File: config.mk
export PLATFORM = sky130hd
export DESIGN_NAME = hue_divider_flat
export DESIGN_NICKNAME = d
export VERILOG_FILES = /design/src/rtl/hue_pkg.sv /design/src/rtl/hue_divider_if.sv /design/src/rtl/hue_div_stage.sv /design/src/rtl/hue_divider.sv /design/src/flat_wrapper.sv
export SDC_FILE = /design/constraint.sdc
export NUM_CORES = 1
export LEC_CHECK = 0
export BUFFER_PORTS_ARGS = -buffer_cell sky130_fd_sc_hd__buf_4
export CAP_MARGIN = 20
export CORE_AREA = 2 2 139 277
export CTS_CLUSTER_SIZE = 10
export DETAILED_ROUTE_END_ITERATION = 6
export DIE_AREA = 0 0 141 279
export HOLD_SLACK_MARGIN = 0.12
export SLEW_MARGIN = 5
export SYNTH_ARGS = -nofsm -noshare
export SYNTH_HDL_FRONTEND = slang
export SYNTH_SLANG_ARGS = --single-unit
File: constraint.sdc
create_clock -name i_clk -period 6.4 [get_ports i_clk]
set_input_delay 0.32 -clock i_clk [delete_from_list [all_inputs] [get_ports i_clk]]
set_output_delay 0.32 -clock i_clk [all_outputs]
set_load 0.005 [all_outputs]
File: src/rtl/hue_pkg.sv
// Shared constants and the pipeline stage record for the hue stage-0 divider.
package hue_pkg;

   localparam int unsigned HUE_DIVIDEND_W     = 8;
   localparam int unsigned HUE_DIVISOR_W      = 8;
   localparam int unsigned HUE_FRAC_W         = 6;
   localparam int unsigned HUE_DIV_OUT_W      = 16;
   localparam int unsigned HUE_NUM_W          = HUE_DIVIDEND_W + HUE_FRAC_W;
   localparam int unsigned HUE_REM_W          = HUE_DIVISOR_W + 1;
   localparam int unsigned HUE_DIVIDE_LATENCY = HUE_NUM_W + 2;

   // One in-flight division; numerator is the dividend pre-shifted by HUE_FRAC_W.
   typedef struct packed {
      logic                      valid;
      logic                      dbz;
      logic [HUE_NUM_W-1:0]      numerator;
      logic [HUE_DIVISOR_W-1:0]  divisor;
      logic [HUE_REM_W-1:0]      remainder;
      logic [HUE_NUM_W-1:0]      quotient;
   } hue_div_stage_t;

endpackage

File: src/rtl/hue_divider_if.sv
// Operand/result stream bundle for hue_divider; o_dout_rem exists only with
// HUE_DIVIDER_REMAINDER_EN defined.
interface hue_divider_if;
   import hue_pkg::*;

   logic [HUE_DIVIDEND_W-1:0] i_dividend_data;
   logic                      i_dividend_valid;
   logic [HUE_DIVISOR_W-1:0]  i_divisor_data;
   logic                      i_divisor_valid;
   logic [HUE_DIV_OUT_W-1:0]  o_dout_data;
   logic                      o_dout_valid;
   logic                      o_dout_dbz;
`ifdef HUE_DIVIDER_REMAINDER_EN
   logic [HUE_DIVISOR_W-1:0]  o_dout_rem;

   modport master (
      output i_dividend_data, i_dividend_valid, i_divisor_data, i_divisor_valid,
      input  o_dout_data, o_dout_valid, o_dout_dbz, o_dout_rem
   );
   modport slave (
      input  i_dividend_data, i_dividend_valid, i_divisor_data, i_divisor_valid,
      output o_dout_data, o_dout_valid, o_dout_dbz, o_dout_rem
   );
`else
   modport master (
      output i_dividend_data, i_dividend_valid, i_divisor_data, i_divisor_valid,
      input  o_dout_data, o_dout_valid, o_dout_dbz
   );
   modport slave (
      input  i_dividend_data, i_dividend_valid, i_divisor_data, i_divisor_valid,
      output o_dout_data, o_dout_valid, o_dout_dbz
   );
`endif

endinterface

File: src/rtl/hue_div_stage.sv
// One registered restoring-division step resolving quotient bit BIT.
module hue_div_stage
   import hue_pkg::*;
#(
   parameter int unsigned BIT = 0
) (
   input  logic           clk_i,
   input  logic           rst_i,
   input  hue_div_stage_t stage_i,
   output hue_div_stage_t stage_o
);

   localparam int unsigned TRIAL_W = HUE_REM_W + 1;

   hue_div_stage_t     stage_d;
   hue_div_stage_t     stage_q;
   logic [TRIAL_W-1:0] trial;
   logic [TRIAL_W-1:0] divisor_ext;

   // Shift in the next numerator bit, subtract when it fits, otherwise restore.
   always_comb begin
      stage_d     = stage_i;
      trial       = {stage_i.remainder, stage_i.numerator[BIT]};
      divisor_ext = TRIAL_W'(stage_i.divisor);
      if (trial >= divisor_ext) begin
         stage_d.remainder     = HUE_REM_W'(trial - divisor_ext);
         stage_d.quotient[BIT] = 1'b1;
      end else begin
         stage_d.remainder     = HUE_REM_W'(trial);
         stage_d.quotient[BIT] = 1'b0;
      end
   end

   always_ff @(posedge clk_i) begin
      if (rst_i) begin
         stage_q <= '0;
      end else begin
         stage_q <= stage_d;
      end
   end

   assign stage_o = stage_q;

endmodule

File: src/rtl/hue_divider.sv
// Fully pipelined unsigned divider: floor(dividend*2^FRAC_W / divisor), fixed latency.
// Optional HUE_DIVIDER_REMAINDER_EN adds the final partial remainder output.
module hue_divider
   import hue_pkg::*;
(
   input  logic          i_clk,
   input  logic          i_rst,
   hue_divider_if.slave  dbus
);

   localparam int unsigned LAST = HUE_NUM_W - 1;

   hue_div_stage_t stage0_d;
   hue_div_stage_t stage0_q;
   hue_div_stage_t stage_in  [HUE_NUM_W];
   hue_div_stage_t stage_out [HUE_NUM_W];

   logic [HUE_DIV_OUT_W-1:0] dout_data_d, dout_data_q;
   logic                     dout_valid_d, dout_valid_q;
   logic                     dout_dbz_d, dout_dbz_q;

   // Input register: a pair is taken only when both operand valids are high.
   always_comb begin
      stage0_d           = '0;
      stage0_d.valid     = dbus.i_dividend_valid & dbus.i_divisor_valid;
      stage0_d.dbz       = (dbus.i_divisor_data == '0);
      stage0_d.numerator = {dbus.i_dividend_data, {HUE_FRAC_W{1'b0}}};
      stage0_d.divisor   = dbus.i_divisor_data;
   end

   always_ff @(posedge i_clk) begin
      if (i_rst) begin
         stage0_q <= '0;
      end else begin
         stage0_q <= stage0_d;
      end
   end

   for (genvar g = 0; g < HUE_NUM_W; g++) begin : g_stage
      if (g == 0) begin : g_first
         assign stage_in[g] = stage0_q;
      end else begin : g_rest
         assign stage_in[g] = stage_out[g-1];
      end

      hue_div_stage #(
         .BIT (HUE_NUM_W - 1 - g)
      ) u_stage (
         .clk_i   (i_clk),
         .rst_i   (i_rst),
         .stage_i (stage_in[g]),
         .stage_o (stage_out[g])
      );
   end

   // Output register: data is zeroed for bubbles and divide-by-zero results.
   always_comb begin
      dout_valid_d = stage_out[LAST].valid;
      dout_dbz_d   = stage_out[LAST].valid & stage_out[LAST].dbz;
      dout_data_d  = '0;
      if (stage_out[LAST].valid && !stage_out[LAST].dbz) begin
         dout_data_d = HUE_DIV_OUT_W'(stage_out[LAST].quotient);
      end
   end

   always_ff @(posedge i_clk) begin
      if (i_rst) begin
         dout_data_q  <= '0;
         dout_valid_q <= 1'b0;
         dout_dbz_q   <= 1'b0;
      end else begin
         dout_data_q  <= dout_data_d;
         dout_valid_q <= dout_valid_d;
         dout_dbz_q   <= dout_dbz_d;
      end
   end

   assign dbus.o_dout_data  = dout_data_q;
   assign dbus.o_dout_valid = dout_valid_q;
   assign dbus.o_dout_dbz   = dout_dbz_q;

`ifdef HUE_DIVIDER_REMAINDER_EN
   logic [HUE_DIVISOR_W-1:0] dout_rem_d, dout_rem_q;

   // The remainder never reaches the divisor, so its top bit is always clear.
   always_comb begin
      dout_rem_d = '0;
      if (stage_out[LAST].valid && !stage_out[LAST].dbz) begin
         dout_rem_d = HUE_DIVISOR_W'(stage_out[LAST].remainder);
      end
   end

   always_ff @(posedge i_clk) begin
      if (i_rst) begin
         dout_rem_q <= '0;
      end else begin
         dout_rem_q <= dout_rem_d;
      end
   end

   assign dbus.o_dout_rem = dout_rem_q;
`endif

endmodule

File: src/flat_wrapper.sv
// flat-port wrapper written by rule: the top's interface ports become plain ports
module hue_divider_flat import hue_pkg::*;
  (i_clk, i_rst, dbus_i_dividend_data, dbus_i_dividend_valid, dbus_i_divisor_data, dbus_i_divisor_valid, dbus_o_dout_data, dbus_o_dout_valid, dbus_o_dout_dbz);
  hue_divider_if dbus_i ();
  input  logic i_clk;
  input  logic i_rst;
  input wire logic [$bits(dbus_i.i_dividend_data)-1:0] dbus_i_dividend_data;
  input wire logic [$bits(dbus_i.i_dividend_valid)-1:0] dbus_i_dividend_valid;
  input wire logic [$bits(dbus_i.i_divisor_data)-1:0] dbus_i_divisor_data;
  input wire logic [$bits(dbus_i.i_divisor_valid)-1:0] dbus_i_divisor_valid;
  output wire logic [$bits(dbus_i.o_dout_data)-1:0] dbus_o_dout_data;
  output wire logic [$bits(dbus_i.o_dout_valid)-1:0] dbus_o_dout_valid;
  output wire logic [$bits(dbus_i.o_dout_dbz)-1:0] dbus_o_dout_dbz;
  assign dbus_i.i_dividend_data = dbus_i_dividend_data;
  assign dbus_i.i_dividend_valid = dbus_i_dividend_valid;
  assign dbus_i.i_divisor_data = dbus_i_divisor_data;
  assign dbus_i.i_divisor_valid = dbus_i_divisor_valid;
  assign dbus_o_dout_data = dbus_i.o_dout_data;
  assign dbus_o_dout_valid = dbus_i.o_dout_valid;
  assign dbus_o_dout_dbz = dbus_i.o_dout_dbz;
  hue_divider u_core (.i_clk(i_clk), .i_rst(i_rst), .dbus(dbus_i));
endmodule
==> results_dict.tcl <==
set metrics [dict create \
    run_status "completed" \
    drt_first_iter_violations 345 \
    rsz0062_at_grt "false" \
    worstReg2RegEnd "u_core.g_stage[4].u_stage.stage_o[15]" \
    final_cycle_utilization_of_the_critical_path 0.469 \
    timing_worst_slew_pin_value_ns 1.09 \
    grt_start_max_net_pins 165 \
    worst-path-max-fanout 6 \
    post-place-cells 2096 \
    max-slew-margin-rel 0.275 \
    fillCellCount 3490 \
    syn_to_final_growth_pct 12.9 \
    design.final.nets 1843 \
    synth_top_flop_cell "sky130_fd_sc_hd__dfxtp_1" \
    min_period_ns 3.00 \
    cts_tree "built" \
    max_cap_viol_count 0 \
    startpoint "u_core.g_stage[3].u_stage.stage_o[40]" \
    grt_pass1_vias 11358 \
    synth-seq-area-share 0.503 \
    worst_hold_path.num_cells 2 \
    antenna_cells 0 \
    critical_path_at_ns 3.40 \
    finalWirelength_um 32500 \
    io_pins 38 \
    reg2reg_from "u_core.g_stage[3].u_stage.stage_o[40]" \
    worst_clock_skew_ns 0.0358 \
    grt_pass1_wl_um 52600 \
    layout_common_cells "sky130_fd_sc_hd__dfxtp_1 (416), sky130_fd_sc_hd__nor2b_1 (215), sky130_fd_sc_hd__nor2_1 (210)" \
    hold_viol 0 \
    avgRoutedWirePerCell_um 15.0 \
    endpoint "u_core.g_stage[4].u_stage.stage_o[15]" \
    synth_area_um2 16500 \
    peakVddDrop_mv 0.230 \
    area_of_the_core_um2 37200 \
    gr-usage-all-layers 0.167 \
    clk_latency_ns 0.56 \
    instances_no_fill 2168 \
    area_of_the_die_um2 39300 \
    clock_tree.buffer_depth 3 \
    postSynthRegisterBits 416 \
    synthesis.area_per_instance_um2 10.1 \
    synth_async_sr_flop_share 0 \
    start_util 0.445 \
    floorplan.rows 100 \
    globalRoute.totalOverflow 0 \
    setup_viol 0 \
    clock_root_buffer_master "sky130_fd_sc_hd__clkbuf_16" \
    vias 10927 \
    buffer_ports.inserted 35 \
    clock.fmax_mhz 333 \
    grt_antenna_before_repair 0 \
    min-delay-path-class "in2reg" \
    tritoncts_num_sinks 416 \
    cell_pwr_density_nw_per_um2 431 \
    cp_data_required_time_ns 6.80 \
    final_hpwl_dp_um 23500 \
    route.detailed.vias_per_inst 5.04 \
    fp.dieH_um 279 \
    cts.reportedPaths.clkPinSlew_ns 0.05 \
    die_width_um 141 \
    depth_of_the_cts_h_tree 2 \
    finalWeightedCongestion 0.858 \
    critical_path.startpoint_type "register" \
    cts_made_buffers 47 \
    postSynthCellCount 1645 \
    worstSetupPathType "reg2reg" \
    reg2reg_setup_slack_ns 3.40 \
    route.antenna.remaining_nets 0 \
    drcViolationCount 0 \
    detailedRoute.firstPassIterationCount 4 \
    setup_tns_ns 0 \
    drive_above_1_share 0.0749 \
    drv_slew 0 \
    ys_types 62 \
    p_leak_uw 0.00745 \
    post-cts-setup-buffers 0 \
    ys.warnings.count 0 \
    synth_edf_count 0 \
    ff2ff_path_depth 11 \
    timing.critical_path.to_type "register" \
    leading_cell_type_in_the_layout_fill_and_taps_excluded "sky130_fd_sc_hd__dfxtp_1" \
]
## logic make-up (layout without fill, tap and decap cells)
group	count (synthesis)	count (layout)	share of synthesized area
and+or+nand+nor	574	574	0.187
DFF	416	416	0.503
AOI/OAI and AO/OA	216	216	0.0935
buffers and inverters	182	245	0.0424
adders and majority gates	117	117	0.0939
muxes	73	73	0.0442
xor gates and xnor gates	66	66	0.0349
other	1	2	0.000227
## report_power, final
part           total (µW)  switching (µW)  internal, µW
combinational        2760            1490          1270
sequential           3030             159          2870
clock                2270             950          1320
## cells in the mapped netlist (all sizes together) (3+ instances only)
cell     count  area (µm²)
o21a        17         128
or3          3        18.8
nand4       13        81.3
ha         105        1310
and4         3        33.8
nor2       212         801
a311o        4        40.0
fa          12         240
and3         7        43.8
dfxtp      416        8330
nor4         5        61.3
mux2i       73         731
nor3b        8        60.1
and2        26         163
xnor2       44         385
a41oi        3        48.8
o21ai       33         165
nand2b      16         113
nand2       25        93.8
o2111ai      9        78.8
a21oi       65         333
nand3       15        75.1
a22o        10        87.6
inv        131         492
o211ai       7        52.6
nor2b      215        1350
o31a         6        52.6
o31ai        8        60.1
or4b         4        40.0
and2b        3        25.0
a2111oi      4         110
o21bai       4        30.0
clkbuf      41         154
a21o        23         173
buf         10        56.3
nor3        11        77.6
xor2        22         193
a211oi      14         105
## flip-flops by register name (all words and copies together) (netlist names)
register                        cells
u_core.dbus.o_dout_valid            1
u_core.g_stage.u_stage.stage_o    382
u_core.dbus.o_dout_data            14
u_core.stage0_q                    18
u_core.dbus.o_dout_dbz              1
## worst min path at each step
stage | end | startpoint | slack [ns]
floorplan | u_core.stage0_q[45] | dbus_i_divisor_data[1] | 0.40
global placement | u_core.dbus.o_dout_data[5] | u_core.g_stage[13].u_stage.stage_o[5] | 0.41
CTS | u_core.stage0_q[41] | i_rst | 0.35
finish | u_core.stage0_q[41] | i_rst | 0.22
detailed placement | u_core.dbus.o_dout_data[7] | u_core.g_stage[13].u_stage.stage_o[7] | 0.41
global route | u_core.g_stage[3].u_stage.stage_o[15] | i_rst | 0.37
## cell type report
class | count | area, µm² | share of cell area
Sequential cell | 416 | 8330 | 0.446
Multi-Input combinational cell | 1048 | 7520 | 0.402
Clock buffer | 49 | 1200 | 0.0645
Tap cell | 459 | 574 | 0.0307
Timing Repair Buffer | 62 | 533 | 0.0285
Inverter | 131 | 492 | 0.0263
Clock inverter | 3 | 30.0 | 0.00161
## layer usage
layer / routed length [µm] / up-vias / part of all wire / global-route usage
li1: - / 5510 / - / -
met1: 10400 / 5138 / 0.32 / 0.131
met2: 19300 / 163 / 0.59 / 0.362
met3: 763 / 116 / 0.023 / 0.0230
met4: 2030 / 0 / 0.062 / 0.103
met5: 0 / - / 0 / 0
## worst max-delay path, cell delays in order, from the launching register on
cell,delay [ns]
sky130_fd_sc_hd__dfxtp_1,0.30
sky130_fd_sc_hd__inv_1,0.06
sky130_fd_sc_hd__ha_1,0.14
sky130_fd_sc_hd__inv_1,0.06
sky130_fd_sc_hd__fa_1,0.42
sky130_fd_sc_hd__a21o_1,0.22
sky130_fd_sc_hd__a21oi_1,0.25
sky130_fd_sc_hd__o211ai_1,0.16
sky130_fd_sc_hd__nor3_1,0.71
sky130_fd_sc_hd__buf_4,0.29
sky130_fd_sc_hd__mux2i_1,0.19
sky130_fd_sc_hd__nor2_1,0.05
## stage by stage
stage,utilization,power [µW],setup WS [ns],cell area [µm²],hold WS [ns]
after global routing,0.503,8570,3.11,18700,0.372
after floorplan,-,5240,4.01,16500,0.396
after detailed placement,0.464,5840,3.34,17200,0.414
after global placement,0.464,5760,3.35,17200,0.409
final,0.503,8060,3.40,18700,0.216
after CTS,0.502,8160,3.34,18700,0.347
## repair_timing
action	CTS	global route
hold buffers	19	0
setup endpoints to repair	0	0
resized for setup	0	0
endpoints found under the hold margin	18	0
(Power assumes the default switching activity.)
